$ cat src/rtl/alu_issue_if.sv
// alu_issue_if: request/response valid-ready bundle between a requester and alu_issue_ctrl
interface alu_issue_if #(parameter int TAG_W = 4);
    logic             req_valid;
    logic             req_ready;
    logic [31:0]      req_a;
    logic [31:0]      req_b;
    logic [2:0]       req_op;
    logic [TAG_W-1:0] req_tag;
    logic             rsp_valid;
    logic             rsp_ready;
    logic [31:0]      rsp_result;
    logic [3:0]       rsp_flags;
    logic [TAG_W-1:0] rsp_tag;
    modport master (
        output req_valid, req_a, req_b, req_op, req_tag, rsp_ready,
        input  req_ready, rsp_valid, rsp_result, rsp_flags, rsp_tag
    );
    modport slave (
        input  req_valid, req_a, req_b, req_op, req_tag, rsp_ready,
        output req_ready, rsp_valid, rsp_result, rsp_flags, rsp_tag
    );
endinterface

$ cat src/rtl/alu_issue_ctrl.sv
// alu_issue_ctrl: queues ALU requests, drives the ALU from registers and returns tagged results with NZCV flags
module alu_issue_ctrl #(
    parameter int DEPTH = 4,
    parameter int TAG_W = 4
) (
    input  logic        clk,
    input  logic        reset,
    alu_issue_if.slave  bus,
    output logic [31:0] alu_a,
    output logic [31:0] alu_b,
    output logic [2:0]  alu_opcode,
    input  logic [31:0] alu_result,
    input  logic        alu_carry,
    input  logic        alu_zero,
    input  logic        alu_negative,
    input  logic        alu_overflow,
    output logic [3:0]  flags_q,
    output logic        busy
);
    localparam int AW = $clog2(DEPTH);
    typedef enum logic [1:0] {IDLE, ISSUE, RESPOND} state_t;
    state_t           state_q, state_d;
    logic [31:0]      mem_a [DEPTH];
    logic [31:0]      mem_b [DEPTH];
    logic [2:0]       mem_op [DEPTH];
    logic [TAG_W-1:0] mem_tag [DEPTH];
    logic [AW-1:0]    wr_ptr, rd_ptr;
    logic [AW:0]      count;
    logic [TAG_W-1:0] tag_q;
    logic [31:0]      result_q;
    logic             push, pop, arith;
    logic [3:0]       flags_d;
    logic [1:0]       unused_flags;
    assign unused_flags   = {alu_zero, alu_negative};
    assign bus.req_ready  = count < (AW+1)'(DEPTH);
    assign push           = bus.req_valid && bus.req_ready;
    assign bus.rsp_valid  = state_q == RESPOND;
    assign bus.rsp_result = result_q;
    assign bus.rsp_flags  = flags_q;
    assign bus.rsp_tag    = tag_q;
    assign busy           = state_q != IDLE || count != 0;
    always_comb begin
        pop     = count != 0 && (state_q == IDLE || (state_q == RESPOND && bus.rsp_ready));
        state_d = pop ? ISSUE : state_q == ISSUE ? RESPOND : state_q == RESPOND && bus.rsp_ready ? IDLE : state_q;
        arith   = alu_opcode[2:1] == 2'b00;
        flags_d = {alu_result[31], alu_result == 32'd0,
                   arith ? alu_carry : flags_q[1], arith ? alu_overflow : flags_q[0]};
    end
    always_ff @(posedge clk) state_q <= reset ? IDLE : state_d;
    always_ff @(posedge clk) begin
        if (reset) begin
            wr_ptr     <= '0;
            rd_ptr     <= '0;
            count      <= '0;
            alu_a      <= '0;
            alu_b      <= '0;
            alu_opcode <= '0;
            tag_q      <= '0;
            result_q   <= '0;
            flags_q    <= '0;
        end else begin
            if (push) begin
                mem_a[wr_ptr]   <= bus.req_a;
                mem_b[wr_ptr]   <= bus.req_b;
                mem_op[wr_ptr]  <= bus.req_op;
                mem_tag[wr_ptr] <= bus.req_tag;
                wr_ptr          <= wr_ptr + 1'b1;
            end
            if (pop) begin
                alu_a      <= mem_a[rd_ptr];
                alu_b      <= mem_b[rd_ptr];
                alu_opcode <= mem_op[rd_ptr];
                tag_q      <= mem_tag[rd_ptr];
                rd_ptr     <= rd_ptr + 1'b1;
            end
            count <= count + {{AW{1'b0}}, push} - {{AW{1'b0}}, pop};
            if (state_q == ISSUE) begin
                result_q <= alu_result;
                flags_q  <= flags_d;
            end
        end
    end
endmodule

$ cat src/flat_wrapper.sv
// flat-port wrapper written by rule: the top's interface ports become plain ports
module alu_issue_ctrl_flat 
#(
    parameter int DEPTH = 4,
    parameter int TAG_W = 4
)
  (clk, reset, alu_a, alu_b, alu_opcode, alu_result, alu_carry, alu_zero, alu_negative, alu_overflow, flags_q, busy, bus_req_valid, bus_req_a, bus_req_b, bus_req_op, bus_req_tag, bus_rsp_ready, bus_req_ready, bus_rsp_valid, bus_rsp_result, bus_rsp_flags, bus_rsp_tag);
  alu_issue_if #(.TAG_W(TAG_W)) bus_i ();
  input  logic clk;
  input  logic reset;
  output logic [31:0] alu_a;
  output logic [31:0] alu_b;
  output logic [2:0] alu_opcode;
  input  logic [31:0] alu_result;
  input  logic alu_carry;
  input  logic alu_zero;
  input  logic alu_negative;
  input  logic alu_overflow;
  output logic [3:0] flags_q;
  output logic busy;
  input wire logic [$bits(bus_i.req_valid)-1:0] bus_req_valid;
  input wire logic [$bits(bus_i.req_a)-1:0] bus_req_a;
  input wire logic [$bits(bus_i.req_b)-1:0] bus_req_b;
  input wire logic [$bits(bus_i.req_op)-1:0] bus_req_op;
  input wire logic [$bits(bus_i.req_tag)-1:0] bus_req_tag;
  input wire logic [$bits(bus_i.rsp_ready)-1:0] bus_rsp_ready;
  output wire logic [$bits(bus_i.req_ready)-1:0] bus_req_ready;
  output wire logic [$bits(bus_i.rsp_valid)-1:0] bus_rsp_valid;
  output wire logic [$bits(bus_i.rsp_result)-1:0] bus_rsp_result;
  output wire logic [$bits(bus_i.rsp_flags)-1:0] bus_rsp_flags;
  output wire logic [$bits(bus_i.rsp_tag)-1:0] bus_rsp_tag;
  assign bus_i.req_valid = bus_req_valid;
  assign bus_i.req_a = bus_req_a;
  assign bus_i.req_b = bus_req_b;
  assign bus_i.req_op = bus_req_op;
  assign bus_i.req_tag = bus_req_tag;
  assign bus_i.rsp_ready = bus_rsp_ready;
  assign bus_req_ready = bus_i.req_ready;
  assign bus_rsp_valid = bus_i.rsp_valid;
  assign bus_rsp_result = bus_i.rsp_result;
  assign bus_rsp_flags = bus_i.rsp_flags;
  assign bus_rsp_tag = bus_i.rsp_tag;
  alu_issue_ctrl #(.DEPTH(DEPTH), .TAG_W(TAG_W)) u_core (.clk(clk), .reset(reset), .bus(bus_i), .alu_a(alu_a), .alu_b(alu_b), .alu_opcode(alu_opcode), .alu_result(alu_result), .alu_carry(alu_carry), .alu_zero(alu_zero), .alu_negative(alu_negative), .alu_overflow(alu_overflow), .flags_q(flags_q), .busy(busy));
endmodule
$ cat config.mk
export PLATFORM = sky130hd
export DESIGN_NAME = alu_issue_ctrl_flat
export DESIGN_NICKNAME = d
export VERILOG_FILES = /design/src/rtl/alu_issue_if.sv /design/src/rtl/alu_issue_ctrl.sv /design/src/flat_wrapper.sv
export SDC_FILE = /design/constraint.sdc
export NUM_CORES = 1
export LEC_CHECK = 0
export CORE_MARGIN = 4
export CORE_UTILIZATION = 54
export CTS_BUF_LIST = sky130_fd_sc_hd__clkbuf_16
export DETAILED_ROUTE_END_ITERATION = 6
export HOLD_SLACK_MARGIN = 0.08
export PLACE_DENSITY = 0.77
export SYNTH_ARGS = -nofsm -noshare
export SYNTH_HDL_FRONTEND = slang
export SYNTH_SLANG_ARGS = --single-unit
$ cat constraint.sdc
create_clock -name clk -period 4.4 [get_ports clk]
set_input_delay 0.88 -clock clk [delete_from_list [all_inputs] [get_ports clk]]
set_output_delay 0.88 -clock clk [all_outputs]
set_load 0.03 [all_outputs]
; ---- Word level (Yosys, flattened, before mapping)
; Memories as Yosys holds them, arrays and structs flattened. A register that Yosys moved wholly into a read port is not among the register bits.
; Cells that the tools add are included.
; Widths: inputs -> output; s select.
[classes]
addsub = 4
muxes = 6
n_eq_ne = 2
reduce_logical = 14
n_lt_le_gt_ge = 1
[op_table]
columns = cell, n
row1 = $logic_not 32->1, 1
row2 = $reduce_bool 3->1, 2
row3 = $add 2x1->2 const B, 2
row4 = $logic_not 2->1, 2
row5 = $mux 1, 4
row6 = $mux 2, 2
row7 = $reduce_bool 2->1, 2
row8 = $add 3x1->3, 1
row9 = $logic_and 1x1->1, 3
row10 = $lt 3x3->1 const B, 1
row11 = $sub 3x1->3, 1
row12 = $eq 2x1->1 const B, 1
row13 = $eq 2x2->1 const B, 1
row14 = $logic_or 1x1->1, 2
row15 = $reduce_and 2->1, 1
row16 = $reduce_or 2->1, 1
[totals]
wordCells = 39
ram_bits = 284
memories = 4
register_bits = 45
output_inout_bits = 114
in_bits = 111
[memory_table]
columns = name, depth, word_bits, rd, rd_clocked_by_memory_dff, wr, line
row1 = u_core.mem_a, 4, 32, 1, 1, 1, alu_issue_ctrl.sv:23  ; logic [31:0] mem_a [DEPTH];
row2 = u_core.mem_b, 4, 32, 1, 1, 1, alu_issue_ctrl.sv:24  ; logic [31:0] mem_b [DEPTH];
row3 = u_core.mem_tag, 4, 4, 1, 1, 1, alu_issue_ctrl.sv:26  ; logic [TAG_W-1:0] mem_tag [DEPTH];
row4 = u_core.mem_op, 4, 3, 1, 1, 1, alu_issue_ctrl.sv:25  ; logic [2:0] mem_op [DEPTH];

; ---- Longest topological paths before layout
[logic_depth]
word_depth = 5
ltp_mapped = 13
mapped_depth_nobuf = 11

; ---- Least setup slack after synthesis
; No wires, ideal clock.
[synth_timing]
path_kind = input-to-reg
start = input bus_req_valid
end = memory u_core.mem_a[0][0] (enable)
path_buffers = 0
slack_ns = 0.897
cell_stages = 3
arrival_time_ns = 3.066
setup_ns = 0.437
required_time_ns = 3.963
path_cell_list = nor2b_1 nor2b_1 and2_1
[synth_between]
elab_chain_cells = 4
[synth_lines]
columns = element, line
row1 = "start, declared", flat_wrapper.sv:21  ; input wire logic [$bits(bus_i.req_valid)-1:0] bus_req_valid;
row2 = $logic_and 1x1->1, alu_issue_ctrl.sv:36  ; assign push = bus.req_valid && bus.req_ready;
row3 = $mux 1, alu_issue_ctrl.sv:62  ; if (push) begin
row4 = $mux 1, alu_issue_ctrl.sv:51  ; if (reset) begin
row5 = $mux 1 (implied by the code), alu_issue_ctrl.sv:63  ; mem_a[wr_ptr] <= bus.req_a;
row6 = "end, declared", alu_issue_ctrl.sv:23
; No other way between the ends.

; ---- Worst setup path in the final report
[layout_timing]
start = input bus_rsp_ready
end = register u_core.count[2]
[layout_between]
elab_chain_cells = 4
[layout_lines]
columns = element, line
row1 = "start, declared", flat_wrapper.sv:26  ; input wire logic [$bits(bus_i.rsp_ready)-1:0] bus_rsp_ready;
row2 = $logic_and 1x1->1, alu_issue_ctrl.sv:43  ; pop = count != 0 && (state_q == IDLE || (state_q == RESPOND && bus.rsp_ready));
row3 = $logic_or 1x1->1, alu_issue_ctrl.sv:43
row4 = $logic_and 1x1->1, alu_issue_ctrl.sv:43
row5 = $sub 3x1->3, alu_issue_ctrl.sv:76  ; count <= count + {{AW{1'b0}}, push} - {{AW{1'b0}}, pop};
row6 = "end signal, assigned", alu_issue_ctrl.sv:76
row7 = "end, declared", alu_issue_ctrl.sv:28  ; logic [AW:0] count;
; No other way between the ends.
; A chain may end at the register's enable or synchronous reset.

==> qor.yml <==
outcome: "completed"
power.density_nw_per_um2: 629.7
dieArea_um2: 30120
cts_hold_buffers: 0
max_slew.worst_pin.slew_ns: 1.087
path_max_fanout: 73
min_period_ns: 3.051
place_hpwl_mm: 16.85
viasPerCell: 5.403
synth_top_cell_area_share_pct: 57.62
crit_arrival_ns: 3.41
initial_core_util_pct: 54.92
cts_sinks: 399
min_path_type: "register to register"
synthDistinctLibCells: 31
ys_top_cells_by_count: "284 x edfxtp_1, 208 x nand2_1, 115 x dfxtp_1, 71 x mux4_2, 69 x a21oi_2"
avgSynthCellArea_um2: 16.41
die_x_um: 173.6
nNetsFinal: 1238
cts_tree: "done"
maxCapViolCount: 0
drc: 0
vias: 8072
skew_ns: 0.01065
synth_edf_count: 284
hold_ws_ns: 0.4507
yosysMostFrequentCell: "edfxtp_1"
clkSlewWorstSetupHoldPaths_ns: 0.06
synth_fp_nets: 1020
clockBufferDepth: 3
total_power_w: 0.01165
dr.first_iter.drc_count: 456
timing_hold_violations_final: 0
wl_mm: 29.02
gp_congestion: 0.7433
finalSetupViolCount: 0
final_layout_size_suffix_gt1_share_pct: 18.58
leakagePower_nw: 6.041
worstSkewPairLatency_ns: 0.52
cts_buffers: 41
rrSetupSlack_ns: 1.74
grt.overflow.total: 0
fin_util_pct: 68.68
yosys_warnings: 0
clock-root-buffer: "clkbuf_16"
area_delta_synth_final_pct: 25.06
die_y_um: 173.6
placementRows: 60
postRouteAntennaNets: 0
synthFlopType: "edfxtp_1"
drtPass1Iterations: 4
synthArstFlopShare_pct: 0
cts_setup_buffers: 0
synthCells: 902
ys_ff_latch: 399
syn_area_um2: 14800
rsz0062_at_grt: "false"
port_buffers: 222
fillCellCount: 1792
grt_pass1_vias: 8473
grt_max_degree: 74
fin_tns_setup_ns: 0
post_cts_resized: 0
relSlewSlack_pct: 27.53
peakVddDrop_mv: 0.4745
ys_seq_area_share_pct: 73.18
num_io_pins: 225
grt_pass1_wl_mm: 46.17
timing.fmax_mhz: 327.7
critical_path_class: "primary input to register"
required_ns: 4.76
wire_per_inst_um: 19.43
post-route-period-util_pct: 69.34
antenna_found_initial: 2
synth_area_leaders: "edfxtp_1 58%, dfxtp_1 16%, mux4_2 11%"
htreeDepth: 2
grt_usage_pct: 19.22
post-synth-top-area-cell: "edfxtp_1"
cp-start-kind: "primary input"
critPathCaptureType: "register"
coreArea_um2: 26950
slew_viol_final: 0
path summary, 6_finish.rpt:
kind,start,end,depth (start not counted)
worst max-delay path,bus_rsp_ready,u_core.count[2]$_SDFF_PP0_,12
worst min-delay path,u_core.bus.rsp_result[9]$_SDFFE_PP0P_,u_core.bus.rsp_result[9]$_SDFFE_PP0P_,2
worst max register to register,u_core.count[1]$_SDFF_PP0_,u_core.count[2]$_SDFF_PP0_,11
worst min register to register,u_core.bus.rsp_result[9]$_SDFFE_PP0P_,u_core.bus.rsp_result[9]$_SDFFE_PP0P_,2
where the power goes:
part / internal, W / switching, W / leakage [nW]
clock network: 0.00188 / 0.00132 / 0.682
logic: 0.00150 / 0.00200 / 1.84
registers: 0.00454 / 0.000415 / 3.52
total: 0.00792 / 0.00374 / 6.04
routing by layer:
layer | track usage (%) | vias up | wire length, µm
met2 | 32.70 | 242 | 14490
met1 | 24.89 | 3993 | 11840
met5 | 0 | - | 12
met4 | 6.152 | 2 | 812
li1 | - | 3779 | -
met3 | 4.297 | 56 | 1861
flip-flops by register name, indices dropped and copies added (netlist names), 3 cells and up:
signal	count
u_core.alu_opcode	3
u_core.bus.rsp_result	32
u_core.mem_a	128
u_core.mem_b	128
u_core.mem_op	12
u_core.bus.rsp_tag	4
u_core.mem_tag	16
u_core.alu_b	32
u_core.count	3
u_core.bus.rsp_flags	3
u_core.alu_a	32
worst max-delay path, stage by stage:
cell,delay (ns)
clkdlybuf4s50_1,0.52
nor2b_4,0.06
or3_4,0.37
clkinv_8,0.28
ha_1,0.29
inv_1,0.06
ha_1,0.13
inv_1,0.05
fa_1,0.40
xnor2_1,0.17
xnor2_1,0.13
nor2_1,0.05
cells in the final DEF, fill, tap and decap left out, types with 2 or more instances in the layout:
| cell type | count |
|---|---|
| dfxtp_4 | 2 |
| bufinv_16 | 2 |
| and2_4 | 4 |
| nand2_1 | 208 |
| clkbuf_16 | 43 |
| clkinvlp_4 | 2 |
| nor4_1 | 7 |
| ha_1 | 6 |
| nor3_1 | 2 |
| buf_4 | 5 |
| inv_1 | 24 |
| clkinv_1 | 5 |
| buf_12 | 5 |
| edfxtp_1 | 284 |
| xnor2_1 | 5 |
| a21oi_2 | 69 |
| clkinv_2 | 4 |
| a21oi_1 | 36 |
| nor2b_1 | 4 |
| nand3_1 | 2 |
| clkdlybuf4s50_1 | 221 |
| dfxtp_1 | 113 |
| mux4_2 | 71 |
| nor2_1 | 13 |
| mux2i_1 | 2 |
kinds of logic after synthesis:
family / count (synthesis) / share of synthesized area [%]
flip-flops: 399 / 73.18
AND/OR/NAND/NOR: 248 / 6.814
AO/OA/AOI/OAI: 106 / 5.351
multiplexers: 73 / 10.94
buffers and inverters: 64 / 2.781
adder cells (fa/ha/maj): 7 / 0.6425
XOR/XNOR: 5 / 0.2959
area by class of cell:
type	instances	area (µm²)	share of cell area [%]
multi-input cells	439	3576	19.32
flip-flops and latches	399	10840	58.55
clock inverters	32	190.2	1.028
diodes	1	2.502	0.01352
repair buffers	232	2361	12.76
well taps	341	426.7	2.305
clock buffers	43	1076	5.814
inverters	7	38.79	0.2096
per-stage QoR:
| stage | cell area [µm²] | setup WS, ns | instances |
|---|---|---|---|
| 6_report | 18510 | 1.349 | 1494 |
| 5_1_grt | 18510 | 1.185 | 1494 |
| 4_1_cts | 18510 | 1.328 | 1493 |
| 3_5_place_dp | 17240 | 0.7927 | 1418 |
| 3_3_place_gp | 17240 | 0.8188 | 1418 |
| 2_1_floorplan | 14800 | 0.8966 | 902 |
Power figures use the tool's default switching activity.
